--- src/rtl/adder_result_collector_if.sv ---
// Collector bus: issue/sum input side plus the valid/ready result side and status.
// master = adder-side producer and result consumer, slave = collector.
interface adder_result_collector_if #(
  parameter int WIDTH     = 26,
  parameter int DEPTH     = 8,
  parameter int CNT_WIDTH = 16
);
  logic                     issue_valid;
  logic [WIDTH-1:0]         sum_in;
  logic                     flush;
  logic                     res_ready;
  logic                     res_valid;
  logic [WIDTH-1:0]         res_data;
  logic [$clog2(DEPTH):0]   fifo_count;
  logic                     full;
  logic [CNT_WIDTH-1:0]     drop_count;

  modport master (
    output issue_valid, sum_in, flush, res_ready,
    input  res_valid, res_data, fifo_count, full, drop_count
  );

  modport slave (
    input  issue_valid, sum_in, flush, res_ready,
    output res_valid, res_data, fifo_count, full, drop_count
  );
endinterface

--- src/rtl/adder_result_collector.sv ---
// Collects results of a valid-less fixed-latency adder: an issue tag rides a shift register
// alongside the adder pipe and, on arrival, pushes sum_in into a FWFT FIFO with drop counting.
module adder_result_collector #(
  parameter int WIDTH     = 26,
  parameter int LATENCY   = 6,
  parameter int DEPTH     = 8,
  parameter int CNT_WIDTH = 16
) (
  input  logic                    clock0,
  input  logic                    reset,
  adder_result_collector_if.slave bus
);
  localparam int AW = $clog2(DEPTH);
  localparam logic [AW:0] FULL_CNT = (AW+1)'(DEPTH);

  logic [LATENCY-1:0]   vld_pipe;
  logic [WIDTH-1:0]     mem [DEPTH];
  logic [AW-1:0]        wr_ptr, rd_ptr;
  logic [AW:0]          count;
  logic [CNT_WIDTH-1:0] drops;
  logic                 push, pop, full, nonempty, wr_en, rd_en, drop;

  assign push     = vld_pipe[LATENCY-1];
  assign full     = (count == FULL_CNT);
  assign nonempty = (count != '0);
  assign pop      = nonempty && bus.res_ready;
  // A full FIFO still accepts a push when the head leaves in the same cycle.
  assign wr_en    = push && (!full || pop) && !bus.flush;
  assign rd_en    = pop && !bus.flush;
  assign drop     = push && full && !pop && !bus.flush;

  always_ff @(posedge clock0 or negedge reset) begin
    if (!reset) begin
      vld_pipe <= '0;
    end else begin
      vld_pipe[0] <= bus.issue_valid && !bus.flush;
      for (int i = 1; i < LATENCY; i++)
        vld_pipe[i] <= vld_pipe[i-1] && !bus.flush;
    end
  end

  always_ff @(posedge clock0) begin
    if (wr_en) mem[wr_ptr] <= bus.sum_in;
  end

  always_ff @(posedge clock0 or negedge reset) begin
    if (!reset) begin
      wr_ptr <= '0;
      rd_ptr <= '0;
      count  <= '0;
    end else if (bus.flush) begin
      wr_ptr <= '0;
      rd_ptr <= '0;
      count  <= '0;
    end else begin
      if (wr_en) wr_ptr <= wr_ptr + 1'b1;
      if (rd_en) rd_ptr <= rd_ptr + 1'b1;
      unique case ({wr_en, rd_en})
        2'b10:   count <= count + 1'b1;
        2'b01:   count <= count - 1'b1;
        default: count <= count;
      endcase
    end
  end

  // Saturating; flush deliberately leaves the history of losses intact.
  always_ff @(posedge clock0 or negedge reset) begin
    if (!reset)                  drops <= '0;
    else if (drop && drops != '1) drops <= drops + 1'b1;
  end

  assign bus.res_valid  = nonempty;
  assign bus.res_data   = mem[rd_ptr];
  assign bus.fifo_count = count;
  assign bus.full       = full;
  assign bus.drop_count = drops;
endmodule

--- src/flat_wrapper.sv ---
// flat-port wrapper written by rule: the top's interface ports become plain ports
module adder_result_collector_flat 
#(
  parameter int WIDTH     = 26,
  parameter int LATENCY   = 6,
  parameter int DEPTH     = 8,
  parameter int CNT_WIDTH = 16
)
  (clock0, reset, bus_issue_valid, bus_sum_in, bus_flush, bus_res_ready, bus_res_valid, bus_res_data, bus_fifo_count, bus_full, bus_drop_count);
  adder_result_collector_if #(.WIDTH(WIDTH), .DEPTH(DEPTH), .CNT_WIDTH(CNT_WIDTH)) bus_i ();
  input  logic clock0;
  input  logic reset;
  input wire logic [$bits(bus_i.issue_valid)-1:0] bus_issue_valid;
  input wire logic [$bits(bus_i.sum_in)-1:0] bus_sum_in;
  input wire logic [$bits(bus_i.flush)-1:0] bus_flush;
  input wire logic [$bits(bus_i.res_ready)-1:0] bus_res_ready;
  output wire logic [$bits(bus_i.res_valid)-1:0] bus_res_valid;
  output wire logic [$bits(bus_i.res_data)-1:0] bus_res_data;
  output wire logic [$bits(bus_i.fifo_count)-1:0] bus_fifo_count;
  output wire logic [$bits(bus_i.full)-1:0] bus_full;
  output wire logic [$bits(bus_i.drop_count)-1:0] bus_drop_count;
  assign bus_i.issue_valid = bus_issue_valid;
  assign bus_i.sum_in = bus_sum_in;
  assign bus_i.flush = bus_flush;
  assign bus_i.res_ready = bus_res_ready;
  assign bus_res_valid = bus_i.res_valid;
  assign bus_res_data = bus_i.res_data;
  assign bus_fifo_count = bus_i.fifo_count;
  assign bus_full = bus_i.full;
  assign bus_drop_count = bus_i.drop_count;
  adder_result_collector #(.WIDTH(WIDTH), .LATENCY(LATENCY), .DEPTH(DEPTH), .CNT_WIDTH(CNT_WIDTH)) u_core (.clock0(clock0), .reset(reset), .bus(bus_i));
endmodule
--- config.mk ---
export PLATFORM = sky130hd
export DESIGN_NAME = adder_result_collector_flat
export DESIGN_NICKNAME = d
export VERILOG_FILES = /design/src/rtl/adder_result_collector_if.sv /design/src/rtl/adder_result_collector.sv /design/src/flat_wrapper.sv
export SDC_FILE = /design/constraint.sdc
export NUM_CORES = 1
export LEC_CHECK = 0
export CAP_MARGIN = 20
export CORE_MARGIN = 4
export CORE_UTILIZATION = 55
export DETAILED_ROUTE_END_ITERATION = 7
export GPL_TIMING_DRIVEN = 0
export PLACE_DENSITY = 0.76
export SLEW_MARGIN = 20
export SYNTH_ARGS = -nofsm -noshare
export SYNTH_HDL_FRONTEND = slang
export SYNTH_SLANG_ARGS = --single-unit
--- constraint.sdc ---
create_clock -name clock0 -period 4.6 [get_ports clock0]
set_input_delay 0.46 -clock clock0 [delete_from_list [all_inputs] [get_ports clock0]]
set_output_delay 0.46 -clock clock0 [all_outputs]
set_load 0.01 [all_outputs]
==> metrics, run 1 <==
status finished, final reports clean; Seq/Total Area, Yosys 0.736; Power Dens Cells 375 nW/um2; clock sinks 240; most used flip-flop cell after synthesis edfxtp_1; Root Buffer clkbuf_16; Core ar. 16800 um2; Post-synth EDFFs 208; post-synthesis cell area 9570 um2; Peak VDD IR 0.283 mV; num ports 79; Crit path depth 5; fin. max-slew vios 0; DR DRC count 0; Setup Total Neg Slack 0 ns; most frequent cells in the layout edfxtp_1 (208), clkdlybuf4s50_1 (77), mux4_2 (52); antenna cell count 0; grt ovf 0; Slew headroom 0.480; worst-margin pin slew 0.779 ns; Die Wd 140 um; largest net degree at the start of global routing 33; Synth Net Count 506; final worst path period need 3.66 ns; Leak 3.98 nW; Final Cell Area 11700 um2; FMAX 0.273 GHz; detailed-router iteration count before antenna repair 4; Mean Syn Cell Area 20.4 um2; Worst-Skew Late Latency 0.51 ns; final wirelength 18.6 mm; Worst R2R Start u_core.bus.fifo_count[1]; layout cells sized above 1 0.272; FILL cells 1059; post-route ant nets 0; Req. time, crit path 4.14 ns; critical path type reg2out; routability cong. 0.830; area grow syn2layout 21.9%; first-pass GRT wire length 29.7 mm; crit path DAT 3.20 ns; CP Cell Sequence clkbuf_1, buf_2, mux4_2, mux2_2, clkdlybuf4s50_1; final setup fails 0; hold crit path type in2async; vias in the first global route 5228; initial antenna violation count 0; Hold Vio Cnt, Final 0; Worst R2R Path Depth 9; DR top layer met4; Max-Cap Viols 0; Starting Density 0.569; All-Layer GR Usage 0.193; Die ar. 19600 um2; CP Capture Type output port; Detail Route met2 WL 9.61 mm; Met3 Routed Length 1.06 mm; #FFs+latches synth 240; dpl cell area 10900 um2; met1 WL 7.70 mm; Setup Skew 0.0103 ns; routed len/inst 22.6 um; cts hold-fix bufs 0; Die Y 140 um; vias per std cell 5.90; Crit path max-delay family buffers and inverters; via count 4862; IO Port Bufs 78; row count 47; Reg clk slew, reported paths 0.06 ns; TritonCTS clock tree yes; Critical path buffers and inverters 3; Fin Hold WS 0.00692 ns; CTS buffer count 24; post-CTS setup buffer count 0; Initial DRC Count 284; beginning of the critical path u_core.rd_ptr[0]; ys async rst share 0.133; hpwl dp 11.8 mm; RSZ-0062 raised after global routing no; post-CTS resize count 0; Ys Warns 0; Worst Setup Start Kind flop; Crit Path Max Fanout 10; CP max stage delay 0.57 ns; Synth cell types 48; Max Root-Sink Buffers 3; Tcrit/Tclk final 0.795; htree depth 1; commonest non-fill, non-tap cell in the layout edfxtp_1; Critical-path top delay cell mux4_2; gate count of the mapped netlist 470; fin nets 622
[power breakdown]
| group | total (mW) | internal [mW] | switching, mW |
|---|---|---|---|
| sequential | 2.37 | 2.37 | 0.000597 |
| clock | 1.93 | 1.14 | 0.794 |
| combinational | 0.0727 | 0.0324 | 0.0404 |
| total | 4.38 | 3.54 | 0.835 |
[per-layer routing]
layer | vias to the layer above | global-route usage
li1 | 2143 | -
met1 | 2529 | 0.261
met2 | 169 | 0.331
met3 | 21 | 0.0389
met4 | 0 | 0.0433
met5 | - | 0
[kinds of logic (layout without fill, tap and decap cells)]
group	after synthesis	in the layout	share of synthesized area
adder cells (fa/ha/maj)	5	5	0.00654
flip-flops	240	240	0.736
XOR/XNOR	22	22	0.0201
multiplexers	84	84	0.160
buffers and inverters	26	160	0.0126
AND/OR/NAND/NOR	80	80	0.0534
AO/OA/AOI/OAI	13	13	0.0112
[cell type report]
class	instances	area (um2)	area share
plain buffers	21	96.3	0.00826
clock buffers	29	661	0.0566
clock inverters	15	139	0.0119
inverters	5	23.8	0.00204
multi-input cells	204	2460	0.211
flip-flops and latches	240	7050	0.604
well taps	220	275	0.0236
repair buffers	90	967	0.0829
[cell usage after synthesis, types with 2 or more instances]
library cell | instances | share of area
o21ai_0 | 3 | 0.0016
nand2b_1 | 2 | 0.0013
dfrtp_1 | 32 | 0.084
mux4_2 | 52 | 0.12
nor2_1 | 17 | 0.0067
mux2_2 | 29 | 0.034
and3_1 | 2 | 0.0013
and4_1 | 2 | 0.0018
edfxtp_1 | 208 | 0.65
buf_2 | 8 | 0.0042
nor3_1 | 10 | 0.0052
nand4_1 | 4 | 0.0026
nor4_1 | 3 | 0.0020
or3_1 | 3 | 0.0020
mux2i_1 | 3 | 0.0031
nor3b_1 | 3 | 0.0024
nand3_1 | 8 | 0.0042
xnor2_1 | 3 | 0.0027
nor2b_1 | 9 | 0.0059
ha_1 | 5 | 0.0065
xor2_1 | 19 | 0.017
clkbuf_1 | 11 | 0.0043
nand2_1 | 6 | 0.0024
inv_1 | 4 | 0.0016
[sequential cells by signal, summed over array words and instances, names as in the netlist]
register               cells
u_core.bus.fifo_count      4
u_core.wr_ptr              3
u_core.vld_pipe            6
u_core.mem               208
u_core.bus.drop_count     16
u_core.rd_ptr              3
[final timing paths]
| kind | endpoint | slack, ns |
|---|---|---|
| setup / recovery | bus_res_data[22] | 0.94 |
| hold / removal | u_core.bus.drop_count[14] | 0.007 |
| setup reg to reg | u_core.bus.fifo_count[3] | 1.78 |
| hold reg to reg | u_core.vld_pipe[2] | 0.46 |
| max in group asynchronous | u_core.wr_ptr[0] | 4.11 |
| min in group clock0 | u_core.vld_pipe[2] | 0.46 |
[through the flow]
step           instances  utilization  setup slack [ns]  total power [mW]
6_report             824        0.694             0.941              4.38
5_1_grt              824        0.694             0.755              4.52
4_1_cts              824        0.694             0.864              4.41
3_5_place_dp         780        0.646              1.36              2.49
3_3_place_gp         768        0.632             -1.08              2.48
2_1_floorplan        470            -              1.03              2.43
(Power assumes the default switching activity.)
==> run 2: changes to the inputs <==
clock period = 3.6 ns   (was 4.6 ns; I/O delays follow)
==> metrics, run 2 (synthesis results as in run 1) <==
antenna cell count 0; final setup fails 0; Power Dens Cells 479 nW/um2; hold crit path type in2reg; Worst-Skew Late Latency 0.51 ns; Finished Layout Cells 825; slack of the worst reg-to-reg path 0.79 ns; Largest register FFs 208; post-route ant nets 0; Die Wd 140 um; routed len/inst 22.6 um; vias per std cell 5.90; CP max stage delay 0.59 ns; Core ar. 16800 um2; htree depth 1; Hold Vio Cnt, Final 0; Tcrit/Tclk final 0.961; num ports 79; DR DRC count 0; post-layout util 0.694; status finished, final reports clean; hpwl dp 11.8 mm; hold path start bus_issue_valid; FILL cells 1060; fin nets 623; worst-margin pin slew 0.777 ns; Worst Setup Start Kind flop; FMAX 0.289 GHz; Starting Density 0.569; FF-to-FF End u_core.bus.fifo_count[3]; Fin Hold WS 0.411 ns; vias in the first global route 5239; commonest non-fill, non-tap cell in the layout edfxtp_1; routability cong. 0.830; Die ar. 19600 um2; met1 Use GR 0.261; clock sinks 240; met3 usage 0.0389; crit path DAT 3.10 ns; first-pass GRT wire length 29.7 mm; met2 Usage GRT 0.331; CTS buffer count 24; initial antenna violation count 0; Setup WS pre-CTS 0.465 ns; Die Y 140 um; CP Capture Type output port; most frequent cells in the layout edfxtp_1 (208), clkdlybuf4s50_1 (77), mux4_2 (52); Critical-path top delay cell buf_1; Peak VDD IR 0.360 mV; final wirelength 18.7 mm; global routing's busiest layer met2; Worst R2R Start u_core.bus.fifo_count[1]; area grow syn2layout 22.1%; via count 4864; Setup Skew 0.00949 ns; IO Port Bufs 78; Req. time, crit path 3.24 ns; Slew headroom 0.482; fin. max-slew vios 0; placed insts 780; RSZ-0062 raised after global routing no; layout cells sized above 1 0.276; post-route setup slack 0.141 ns; critical path type reg2out; largest net degree at the start of global routing 33; TritonCTS clock tree yes; Crit Path Max Fanout 10; final worst path period need 3.46 ns; Reg clk slew, reported paths 0.06 ns; grt ovf 0; Power Total 5.59 mW; row count 47; All-Layer GR Usage 0.193; Max Root-Sink Buffers 3; Leak 3.99 nW; Root Buffer clkbuf_16; detailed-router iteration count before antenna repair 4; Hold EP u_core.vld_pipe[0]; Biggest register u_core.mem; CP Cell Sequence clkbuf_1, buf_1, mux4_2, mux2_2, clkdlybuf4s50_1; Max-Cap Viols 0; Initial DRC Count 265; worst hold stages 2; Worst R2R Path Depth 9
==> run 2: area by class of cell <==
| type | count | area [um2] | area share |
|---|---|---|---|
| inverters | 5 | 23.8 | 0.00204 |
| clock inverters | 15 | 139 | 0.0119 |
| plain buffers | 21 | 100 | 0.00857 |
| well taps | 220 | 275 | 0.0236 |
| clock buffers | 29 | 661 | 0.0566 |
| multi-input cells | 204 | 2460 | 0.210 |
| flip-flops and latches | 240 | 7050 | 0.603 |
| repair buffers | 91 | 977 | 0.0837 |
==> run 2: per-stage QoR <==
| step | cell area [um2] | TNS (ns) |
|---|---|---|
| 6_report | 11700 | 0 |
| 5_1_grt | 11700 | 0 |
| 4_1_cts | 11700 | 0 |
| 3_5_place_dp | 10900 | 0 |
| 3_3_place_gp | 10600 | -192.91 |
| 2_1_floorplan | 9570 | 0 |
==> run 2: worst max-delay path by stage <==
stage	from	to	depth (start not counted)
after CTS	u_core.rd_ptr[1]	bus_res_data[22]	5
after global routing	u_core.rd_ptr[1]	bus_res_data[22]	5
after global placement	bus_res_ready	u_core.mem[1][12]	5
final	u_core.rd_ptr[1]	bus_res_data[6]	5
after detailed placement	bus_res_ready	u_core.mem[1][12]	7
after floorplan	u_core.bus.fifo_count[3]	u_core.mem[1][0]	4
==> run 2: critical path, delay by kind of cell, from the launching register on <==
kind                   cells  cell delay (ns)
buffers and inverters      3             1.51
flip-flops                 1             0.36
multiplexers               2             0.72
==> run 2: timing repair <==
action                                 in CTS  in global routing
hold buffers                                1                  0
setup endpoints to repair                   7                  5
resized for setup                           1                  5
gates cloned                                0                  0
setup buffers                               0                  0
endpoints found under the hold margin      32                  0
==> run 2: routing by layer <==
layer,up-vias,routed length (um)
met4,0,253
met5,-,0
met3,19,1050
li1,2146,-
met1,2544,7810
met2,155,9540
==> run 2: where the power goes <==
group          internal (mW)  switching (mW)  total (mW)
Combinational         0.0421          0.0519      0.0939
Clock                   1.46            1.01        2.47
Sequential              3.02        0.000760        3.03
==> run 3: changes to the inputs <==
SETUP_SLACK_MARGIN = 0.4   (was default)
==> metrics, run 3 (synthesis results as in run 1) <==
status finished, final reports clean; Setup Total Neg Slack 0 ns; Setup Skew 0.0119 ns; final wirelength 18.9 mm; commonest non-fill, non-tap cell in the layout edfxtp_1; Peak VDD IR 0.366 mV; Initial DRC Count 358; Tcrit/Tclk final 0.856; row count 47; FILL cells 1069; Biggest register u_core.mem; fin. max-slew vios 0; Req. time, crit path 3.24 ns; Leak 4.00 nW; Slew headroom 0.527; routability cong. 0.824; area grow syn2layout 22.6%; Crit Path Max Fanout 10; Max Root-Sink Buffers 3; Worst-Skew Late Latency 0.51 ns; worst-margin pin slew 0.709 ns; Starting Density 0.569; hpwl dp 11.6 mm; crit path DAT 2.72 ns; num ports 79; routed len/inst 23.0 um; htree depth 1; vias per std cell 5.93; final setup fails 0; Largest register FFs 208; IO Port Bufs 78; Worst Setup Start Kind flop; via count 4871; FMAX 0.325 GHz; fin nets 621; hold crit path type in2reg; Hold Vio Cnt, Final 0; vias in the first global route 5252; Power Dens Cells 472 nW/um2; CTS buffer count 24; final worst path period need 3.08 ns; initial antenna violation count 0; layout cells sized above 1 0.276; Max-Cap Viols 0; Root Buffer clkbuf_16; Core ar. 16800 um2; Fin Hold WS 0.398 ns; Die ar. 19600 um2; Reg clk slew, reported paths 0.06 ns; grt ovf 0; TritonCTS clock tree yes; antenna cell count 0; DR DRC count 0; Die Wd 140 um; clock sinks 240; largest net degree at the start of global routing 33; RSZ-0062 raised after global routing yes; Die Y 140 um; CP Capture Type output port; most frequent cells in the layout edfxtp_1 (208), clkdlybuf4s50_1 (77), mux4_2 (52); critical path type reg2out; detailed-router iteration count before antenna repair 4; All-Layer GR Usage 0.199; first-pass GRT wire length 30.2 mm; Power Total 5.53 mW; post-route ant nets 0
==> run 3: changes by cell type in the layout (fill, tap and decap cells not counted), sizes merged <==
cell	delta
buf	-3
clkinvlp	-2
clkinv	+3
inv	-1
==> run 3: final cells by class <==
type,count,area (um2),area share
flip-flops and latches,240,7050,0.601
clock inverters,15,130,0.0111
inverters,5,23.8,0.00203
well taps,220,275,0.0235
clock buffers,28,637,0.0543
multi-input cells,204,2470,0.211
repair buffers,89,1000,0.0856
plain buffers,21,141,0.0121
==> run 3: report_power, final <==
part	internal, mW	switching, mW
Sequential	3.02	0.000799
Combinational	0.0426	0.0526
Clock	1.41	1.00
Total	4.48	1.06
==> run 3: critical path: stages, from the launching register on <==
cell,delay (ns)
dfrtp_1,0.34
clkbuf_1,0.48
clkbuf_2,0.46
mux2_2,0.39
clkdlybuf4s50_1,0.53
==> run 3: what timing repair did <==
item,CTS,global route
cloned,0,0
hold endpoints to repair,32,0
pin swaps,0,0
endpoints found under the setup margin,26,26
hold buffers,1,0
gates resized for setup,14,7
buffers inserted,0,0
==> run 3: path summary, 6_finish.rpt <==
check | startpoint | endpoint | slack [ns] | cells after the start
max | u_core.rd_ptr[2] | bus_res_data[19] | 0.52 | 4
min | bus_issue_valid | u_core.vld_pipe[0] | 0.40 | 2
max reg2reg | u_core.bus.fifo_count[1] | u_core.bus.fifo_count[3] | 0.83 | 9
min reg2reg | u_core.vld_pipe[3] | u_core.vld_pipe[4] | 0.47 | 1
max in group asynchronous | reset | u_core.bus.drop_count[2] | 2.70 | 2
min in group asynchronous | reset | u_core.rd_ptr[1] | 0.44 | 2
==> run 3: per-stage QoR <==
| stage | worst slack [ns] | util | instance area (um2) | cells |
|---|---|---|---|---|
| floorplan | 0.726 | - | 9580 | 470 |
| global placement | -0.760 | 0.632 | 10600 | 768 |
| detailed placement | 0.552 | 0.648 | 10900 | 778 |
| CTS | 0.357 | 0.696 | 11700 | 822 |
| global route | 0.399 | 0.697 | 11700 | 822 |
| finish | 0.519 | 0.697 | 11700 | 822 |
==> run 3: routing by layer <==
layer	track usage	vias to the layer above	wire length (um)
li1	-	2142	-
met1	0.273	2541	7820
met2	0.339	161	9620
met3	0.0372	27	1150
met4	0.0418	0	296
met5	0	-	0
